<file path="src/rtl/lcd_pkg.sv">
// Shared types and constants for the HD44780 bus monitor.
// Covers command opcode masks, the screen image type and the error bit indices.
package lcd_pkg;

    typedef logic [0:31][7:0] frame_t;

    typedef enum logic {
        ST_IDLE,
        ST_CLEARING
    } state_t;

    localparam logic [7:0] SPACE      = 8'h20;
    localparam logic [6:0] LINE2_BASE = 7'h40;

    localparam int ERR_GLITCH = 0;
    localparam int ERR_BUSY   = 1;
    localparam int ERR_ADDR   = 2;

    localparam logic [7:0] CMD_DDRAM_M = 8'h80;
    localparam logic [7:0] CMD_DDRAM_V = 8'h80;
    localparam logic [7:0] CMD_CGRAM_M = 8'hC0;
    localparam logic [7:0] CMD_CGRAM_V = 8'h40;
    localparam logic [7:0] CMD_FUNC_M  = 8'hE0;
    localparam logic [7:0] CMD_FUNC_V  = 8'h20;
    localparam logic [7:0] CMD_SHIFT_M = 8'hF0;
    localparam logic [7:0] CMD_SHIFT_V = 8'h10;
    localparam logic [7:0] CMD_DISP_M  = 8'hF8;
    localparam logic [7:0] CMD_DISP_V  = 8'h08;
    localparam logic [7:0] CMD_ENTRY_M = 8'hFC;
    localparam logic [7:0] CMD_ENTRY_V = 8'h04;
    localparam logic [7:0] CMD_HOME_M  = 8'hFE;
    localparam logic [7:0] CMD_HOME_V  = 8'h02;
    localparam logic [7:0] CMD_CLEAR_M = 8'hFF;
    localparam logic [7:0] CMD_CLEAR_V = 8'h01;

    function automatic logic is_cmd(input logic [7:0] db,
                                    input logic [7:0] mask,
                                    input logic [7:0] val);
        return (db & mask) == val;
    endfunction

endpackage

</file>
<file path="src/rtl/lcd_strobe_sync.sv">
// Synchronizes the LCD bus, qualifies E pulse width and emits
// one-cycle transaction or glitch pulses on each falling edge of E.
module lcd_strobe_sync #(
    parameter int MIN_E_HIGH = 4
) (
    input  logic       clk,
    input  logic       reset,
    input  logic       e_i,
    input  logic       rs_i,
    input  logic       rw_i,
    input  logic [7:0] db_i,
    output logic       txn_valid_o,
    output logic       txn_glitch_o,
    output logic       txn_rs_o,
    output logic       txn_rw_o,
    output logic [7:0] txn_db_o
);

    localparam int CW = $clog2(MIN_E_HIGH + 1);
    localparam logic [CW-1:0] CNT_MAX = CW'(MIN_E_HIGH);

    logic [10:0]   s1_q, s2_q, s3_q;
    logic [CW-1:0] cnt_q, cnt_d;
    logic          fall;
    logic          valid_q, glitch_q, rs_q, rw_q;
    logic [7:0]    db_q;

    // s3 lags s2 by one cycle, so on a fall it still holds pre-fall bus values
    assign fall = ~s2_q[10] & s3_q[10];

    always_comb begin
        cnt_d = '0;
        if (s2_q[10]) begin
            cnt_d = (cnt_q == CNT_MAX) ? cnt_q : cnt_q + 1'b1;
        end
    end

    always_ff @(posedge clk or posedge reset) begin
        if (reset) begin
            s1_q     <= '0;
            s2_q     <= '0;
            s3_q     <= '0;
            cnt_q    <= '0;
            valid_q  <= 1'b0;
            glitch_q <= 1'b0;
            rs_q     <= 1'b0;
            rw_q     <= 1'b0;
            db_q     <= '0;
        end else begin
            s1_q     <= {e_i, rs_i, rw_i, db_i};
            s2_q     <= s1_q;
            s3_q     <= s2_q;
            cnt_q    <= cnt_d;
            valid_q  <= fall && (cnt_q == CNT_MAX);
            glitch_q <= fall && (cnt_q != CNT_MAX);
            rs_q     <= s3_q[9];
            rw_q     <= s3_q[8];
            db_q     <= s3_q[7:0];
        end
    end

    assign txn_valid_o  = valid_q;
    assign txn_glitch_o = glitch_q;
    assign txn_rs_o     = rs_q;
    assign txn_rw_o     = rw_q;
    assign txn_db_o     = db_q;

endmodule

</file>
<file path="src/rtl/lcd_bus_monitor.sv">
// Passive HD44780 bus monitor: decodes commands and data writes
// and rebuilds the two-line, 32-character screen image.
module lcd_bus_monitor
    import lcd_pkg::*;
#(
    parameter int MIN_E_HIGH = 4
) (
    input  logic             clk,
    input  logic             reset,
    input  logic             E,
    input  logic             RS,
    input  logic             RW,
    input  logic [7:0]       DB,
    output logic [0:31][7:0] Frame,
    output logic [4:0]       Cursor,
    output logic             DisplayOn,
    output logic             Busy,
    output logic             WriteStrobe,
    output logic             FrameDone,
    output logic [2:0]       ErrFlags
);

    logic       txn_valid, txn_glitch, txn_rs, txn_rw;
    logic [7:0] txn_db;

    state_t     state_q, state_d;
    logic [4:0] fill_q, fill_d;
    logic [4:0] cursor_q, cursor_d;
    logic       inc_q, inc_d;
    logic       disp_q, disp_d;
    logic       drop_q, drop_d;
    logic [2:0] err_q, err_d;
    frame_t     frame_q, frame_d;
    logic       wstb_q, wstb_d;
    logic       fdone_q, fdone_d;
    logic       wr_req;

    lcd_strobe_sync #(
        .MIN_E_HIGH(MIN_E_HIGH)
    ) u_sync (
        .clk         (clk),
        .reset       (reset),
        .e_i         (E),
        .rs_i        (RS),
        .rw_i        (RW),
        .db_i        (DB),
        .txn_valid_o (txn_valid),
        .txn_glitch_o(txn_glitch),
        .txn_rs_o    (txn_rs),
        .txn_rw_o    (txn_rw),
        .txn_db_o    (txn_db)
    );

    assign wr_req = txn_valid && !txn_rw;

    always_comb begin
        state_d  = state_q;
        fill_d   = fill_q;
        cursor_d = cursor_q;
        inc_d    = inc_q;
        disp_d   = disp_q;
        drop_d   = drop_q;
        err_d    = err_q;
        frame_d  = frame_q;
        wstb_d   = 1'b0;
        fdone_d  = 1'b0;

        if (txn_glitch) begin
            err_d[ERR_GLITCH] = 1'b1;
        end

        case (state_q)
            ST_CLEARING: begin
                frame_d[fill_q] = SPACE;
                fill_d = fill_q + 5'd1;
                if (fill_q == 5'd31) begin
                    state_d = ST_IDLE;
                end
                if (wr_req) begin
                    err_d[ERR_BUSY] = 1'b1;
                end
            end
            ST_IDLE: begin
                if (wr_req && txn_rs) begin
                    if (!drop_q) begin
                        frame_d[cursor_q] = txn_db;
                        wstb_d   = 1'b1;
                        fdone_d  = (cursor_q == 5'd31);
                        cursor_d = inc_q ? cursor_q + 5'd1 : cursor_q - 5'd1;
                    end
                end else if (wr_req) begin
                    if (is_cmd(txn_db, CMD_DDRAM_M, CMD_DDRAM_V)) begin
                        // Only the first 16 cells of each DDRAM line are visible
                        if (txn_db[6:4] == 3'b000) begin
                            cursor_d = {1'b0, txn_db[3:0]};
                            drop_d   = 1'b0;
                        end else if (txn_db[6:4] == LINE2_BASE[6:4]) begin
                            cursor_d = {1'b1, txn_db[3:0]};
                            drop_d   = 1'b0;
                        end else begin
                            err_d[ERR_ADDR] = 1'b1;
                            drop_d = 1'b1;
                        end
                    end else if (is_cmd(txn_db, CMD_CGRAM_M, CMD_CGRAM_V)) begin
                        drop_d = 1'b1;
                    end else if (is_cmd(txn_db, CMD_FUNC_M, CMD_FUNC_V) ||
                                 is_cmd(txn_db, CMD_SHIFT_M, CMD_SHIFT_V)) begin
                    end else if (is_cmd(txn_db, CMD_DISP_M, CMD_DISP_V)) begin
                        disp_d = txn_db[2];
                    end else if (is_cmd(txn_db, CMD_ENTRY_M, CMD_ENTRY_V)) begin
                        inc_d = txn_db[1];
                    end else if (is_cmd(txn_db, CMD_HOME_M, CMD_HOME_V)) begin
                        cursor_d = '0;
                        drop_d   = 1'b0;
                    end else if (is_cmd(txn_db, CMD_CLEAR_M, CMD_CLEAR_V)) begin
                        state_d  = ST_CLEARING;
                        fill_d   = '0;
                        cursor_d = '0;
                        inc_d    = 1'b1;
                        drop_d   = 1'b0;
                    end
                end
            end
        endcase
    end

    always_ff @(posedge clk or posedge reset) begin
        if (reset) begin
            state_q  <= ST_IDLE;
            fill_q   <= '0;
            cursor_q <= '0;
            inc_q    <= 1'b1;
            disp_q   <= 1'b0;
            drop_q   <= 1'b0;
            err_q    <= '0;
            frame_q  <= {32{SPACE}};
            wstb_q   <= 1'b0;
            fdone_q  <= 1'b0;
        end else begin
            state_q  <= state_d;
            fill_q   <= fill_d;
            cursor_q <= cursor_d;
            inc_q    <= inc_d;
            disp_q   <= disp_d;
            drop_q   <= drop_d;
            err_q    <= err_d;
            frame_q  <= frame_d;
            wstb_q   <= wstb_d;
            fdone_q  <= fdone_d;
        end
    end

    assign Frame       = frame_q;
    assign Cursor      = cursor_q;
    assign DisplayOn   = disp_q;
    assign Busy        = (state_q == ST_CLEARING);
    assign WriteStrobe = wstb_q;
    assign FrameDone   = fdone_q;
    assign ErrFlags    = err_q;

endmodule

</file>
<file path="config.mk">
export PLATFORM = sky130hd
export DESIGN_NAME = lcd_bus_monitor
export DESIGN_NICKNAME = d
export VERILOG_FILES = /design/src/rtl/lcd_pkg.sv /design/src/rtl/lcd_strobe_sync.sv /design/src/rtl/lcd_bus_monitor.sv
export SDC_FILE = /design/constraint.sdc
export NUM_CORES = 1
export LEC_CHECK = 0
export CAP_MARGIN = 20
export CORE_ASPECT_RATIO = 0.6
export CORE_MARGIN = 2
export CORE_UTILIZATION = 56
export DETAILED_ROUTE_END_ITERATION = 8
export PLACE_DENSITY = 0.95
export RECOVER_POWER = 50
export SETUP_SLACK_MARGIN = 0.3
export SLEW_MARGIN = 20
export SYNTH_ARGS = -nofsm -noshare
export SYNTH_HDL_FRONTEND = slang
export SYNTH_SLANG_ARGS = --single-unit
</file>
<file path="constraint.sdc">
create_clock -name clk -period 21.4 [get_ports clk]
set_input_delay 4.28 -clock clk [delete_from_list [all_inputs] [get_ports clk]]
set_output_delay 4.28 -clock clk [all_outputs]
set_load 0.01 [all_outputs]
</file>
==> metrics.csv <==
metric,value,unit
outcome,finished with violations,
failing checks,"max-capacitance violations, max-slew violations",
leakage,7.194,nW
clk_lat worst skew,0.56,ns
Hold Path Class,reg2reg,
core area,0.02433,sq mm
Setup crit end kind,asynchronous set/reset pin,
Die Wd,208.0,microns
CTS tree,built,
Final Wtd Congestion,0.9085,
dominant cells by area after synthesis,"dfrtp_1 52%, o21ai_0 15%, nand3_1 8.3%",
number of gates resized after CTS,0,
Mapped Nets,1398,
hold depth,0,
register area share after synthesis,58.08,%
H-tree lvl count,1,
Row Count,44,
FF-to-FF setup slack,16.35,ns
starting density of the core,57.48,%
top cell type by total area after synthesis,dfrtp_1,
WHS,0.3399,ns
Synth Register Bits,323,
pin count of the biggest net entering global routing,104,
"EDFF count, synth",0,
vias per cell,6.706,
Die Ht,126.4,microns
worst r2r src,Busy,
main flop type after synthesis,dfrtp_1,
Worst Hold Launch,u_sync.s2_q[5],
unrepaired setup endpoints after global routing,false,
critical path's slowest cell,clkinvlp_2,
crit path from,reset,
Root Buffer,clkbuf_16,
vias in the first global route,12590,
Critical Path RT,21.11,ns
Routed Antenna Nets,0,
WHS Endpoint,u_sync.s3_q[5],
Post-CTS Setup Repair Bufs,0,
Final Max Slew Viols,217,
"CTS clk-pin slew, worst paths",0.06,ns
Max clock buf depth,3,
Fin. Hold Viols,0,
share of layout cells above drive strength 1,9.592,%
Reg-to-Reg End,Frame[227],
Worst-Margin Slew,4.334,ns
initial DRC count,1661,
worst reg-to-reg path cell count,5,
Layout Area Growth over Synthesis,26.01,%
IO Count,281,
highest clock rate,0.1001,GHz
most frequent cells in the layout,"434 x o21ai_0, 288 x dfrtp_1, 247 x clkdlybuf4s50_1",
gr usage total,36.58,%
Buffers on Ports,280,
Yosys warning count,0,
DR vias,12860,
kind of critical path,in2async,
Layout Nets,1597,
Final HPWL DP,29620,microns
Max transition margin,-190.5,%
first-pass GRT wire length,74970,microns
CP max stage delay,2.42,ns
min Tclk post-route,9.995,ns
drt drc,0,
post-synthesis cell area,0.01399,sq mm
critical path peak fanout,103,
CTS hold repair buffers,0,
Finished Layout Cells,1918,
CP top delay family,buffers and inverters,
startpoint types,input pin,
Num CTS Buffers,29,
DR WL/cell,25.15,microns
maximum VDD drop,0.00005094,V
Synth top area share,51.88,%
Power Dens Cells,68.11,mW/mm^2
DP Cell Count,1862,
synthesized netlist cell count,1374,
clk_skew,0.02277,ns
worst path bufs/invs,3,
arrival time at the worst endpoint,9.70,ns
initial antenna violation count,1,
post-synthesis async set-or-reset flop share,100.0,%
Max-Cap Viols,7,
GRT overflow,0,
synth unique cells,53,
CTS sink cnt,323,
fill count,1720,
Setup Viol. Count Final,0,
Avg Inst Size Synth,10.18,sq um
worst-path cell chain,dlygate4sd3_1 > clkinvlp_2 > clkbuf_1,
Design Power,1.201,mW
Die Area,0.02630,sq mm
period utilisation layout,46.70,%
"most common cell after layout, fill and taps aside",o21ai_0,
Initial DRT Pass Iterations,7,
setup_tns,0,ns
final wirelength,48250,microns
[power by group]
part	internal (mW)	switching [mW]
Combinational	0.0159	0.0443
Clock	0.280	0.229
Sequential	0.619	0.0122
Total	0.915	0.286
[per-layer routing]
layer  part of all wire [%]  routed length (microns)  global-route usage, %
met1                     38                    18190                  50.22
met4                    3.4                     1644                  11.89
met5                      0                        0                      0
met2                     44                    21270                  55.66
met3                     15                     7140                  12.03
[stage by stage]
step / utilization [%] / worst slack, ns / area [sq um]
3_5_place_dp: 69.45 / 14.20 / 16900
5_1_grt: 72.42 / 10.32 / 17620
2_1_floorplan: - / 8.233 / 13990
6_report: 72.43 / 11.41 / 17630
4_1_cts: 73.18 / 14.77 / 17810
3_3_place_gp: 69.28 / 14.24 / 16860
[area by class of cell]
| cell class | instances | area, sq um | area share [%] |
|---|---|---|---|
| flip-flops and latches | 323 | 8127 | 46.11 |
| clock buffers | 44 | 832.0 | 4.721 |
| multi-input cells | 900 | 5112 | 29.01 |
| inverters | 13 | 50.05 | 0.2839 |
| well taps | 322 | 402.9 | 2.286 |
| repair buffers | 306 | 3022 | 17.14 |
| diodes | 1 | 2.502 | 0.01420 |
| clock inverters | 9 | 77.57 | 0.4401 |
[how the worst max path moves through the flow]
stage                     slack (ns)                  to  cells past startpoint
after floorplan                 8.23                Busy                      1
after global placement         14.24          Frame[106]                      4
after detailed placement       14.20          Frame[104]                      4
after CTS                      14.77          Frame[155]                      4
after global routing           10.32  u_sync.txn_db_o[7]                      3
final                          11.41  u_sync.txn_db_o[7]                      3
[cells by family after synthesis]
kind of cell	synth area share [%]
adder cells (fa/ha/maj)	1.038
multiplexers	2.576
XOR/XNOR	0.2504
buffers and inverters	4.365
AO/OA/AOI/OAI	18.65
AND/OR/NAND/NOR	15.04
flip-flops	58.08
[flip-flops by register name, indices dropped and copies added, names as in the netlist, 3 cells and up]
signal           flops
Frame              256
u_sync.s1_q         11
u_sync.s2_q         11
u_sync.s3_q         11
u_sync.txn_db_o      8
Cursor               5
fill_q               5
ErrFlags             3
u_sync.cnt_q         3
[synthesized netlist by cell type, types with 3 or more instances]
master / count
xnor2_1: 4
or2_2: 7
nand3b_1: 4
nand3_1: 231
o21ai_1: 13
a21oi_1: 5
nor4_1: 3
buf_2: 23
inv_1: 12
nor2b_1: 6
nor3_2: 5
o21ai_0: 422
dfstp_2: 33
and3_1: 8
buf_1: 3
and2_1: 5
nor4_4: 9
mux2_2: 26
nor2_1: 23
ha_1: 10
a31o_2: 7
dfrtp_1: 290
nor3_4: 7
nand2b_1: 6
nand4_1: 7
nor3_1: 6
o21bai_1: 28
clkbuf_1: 109
mux2_1: 6
nand2_1: 26
Note: power is estimated with default switching activity, not from simulation.
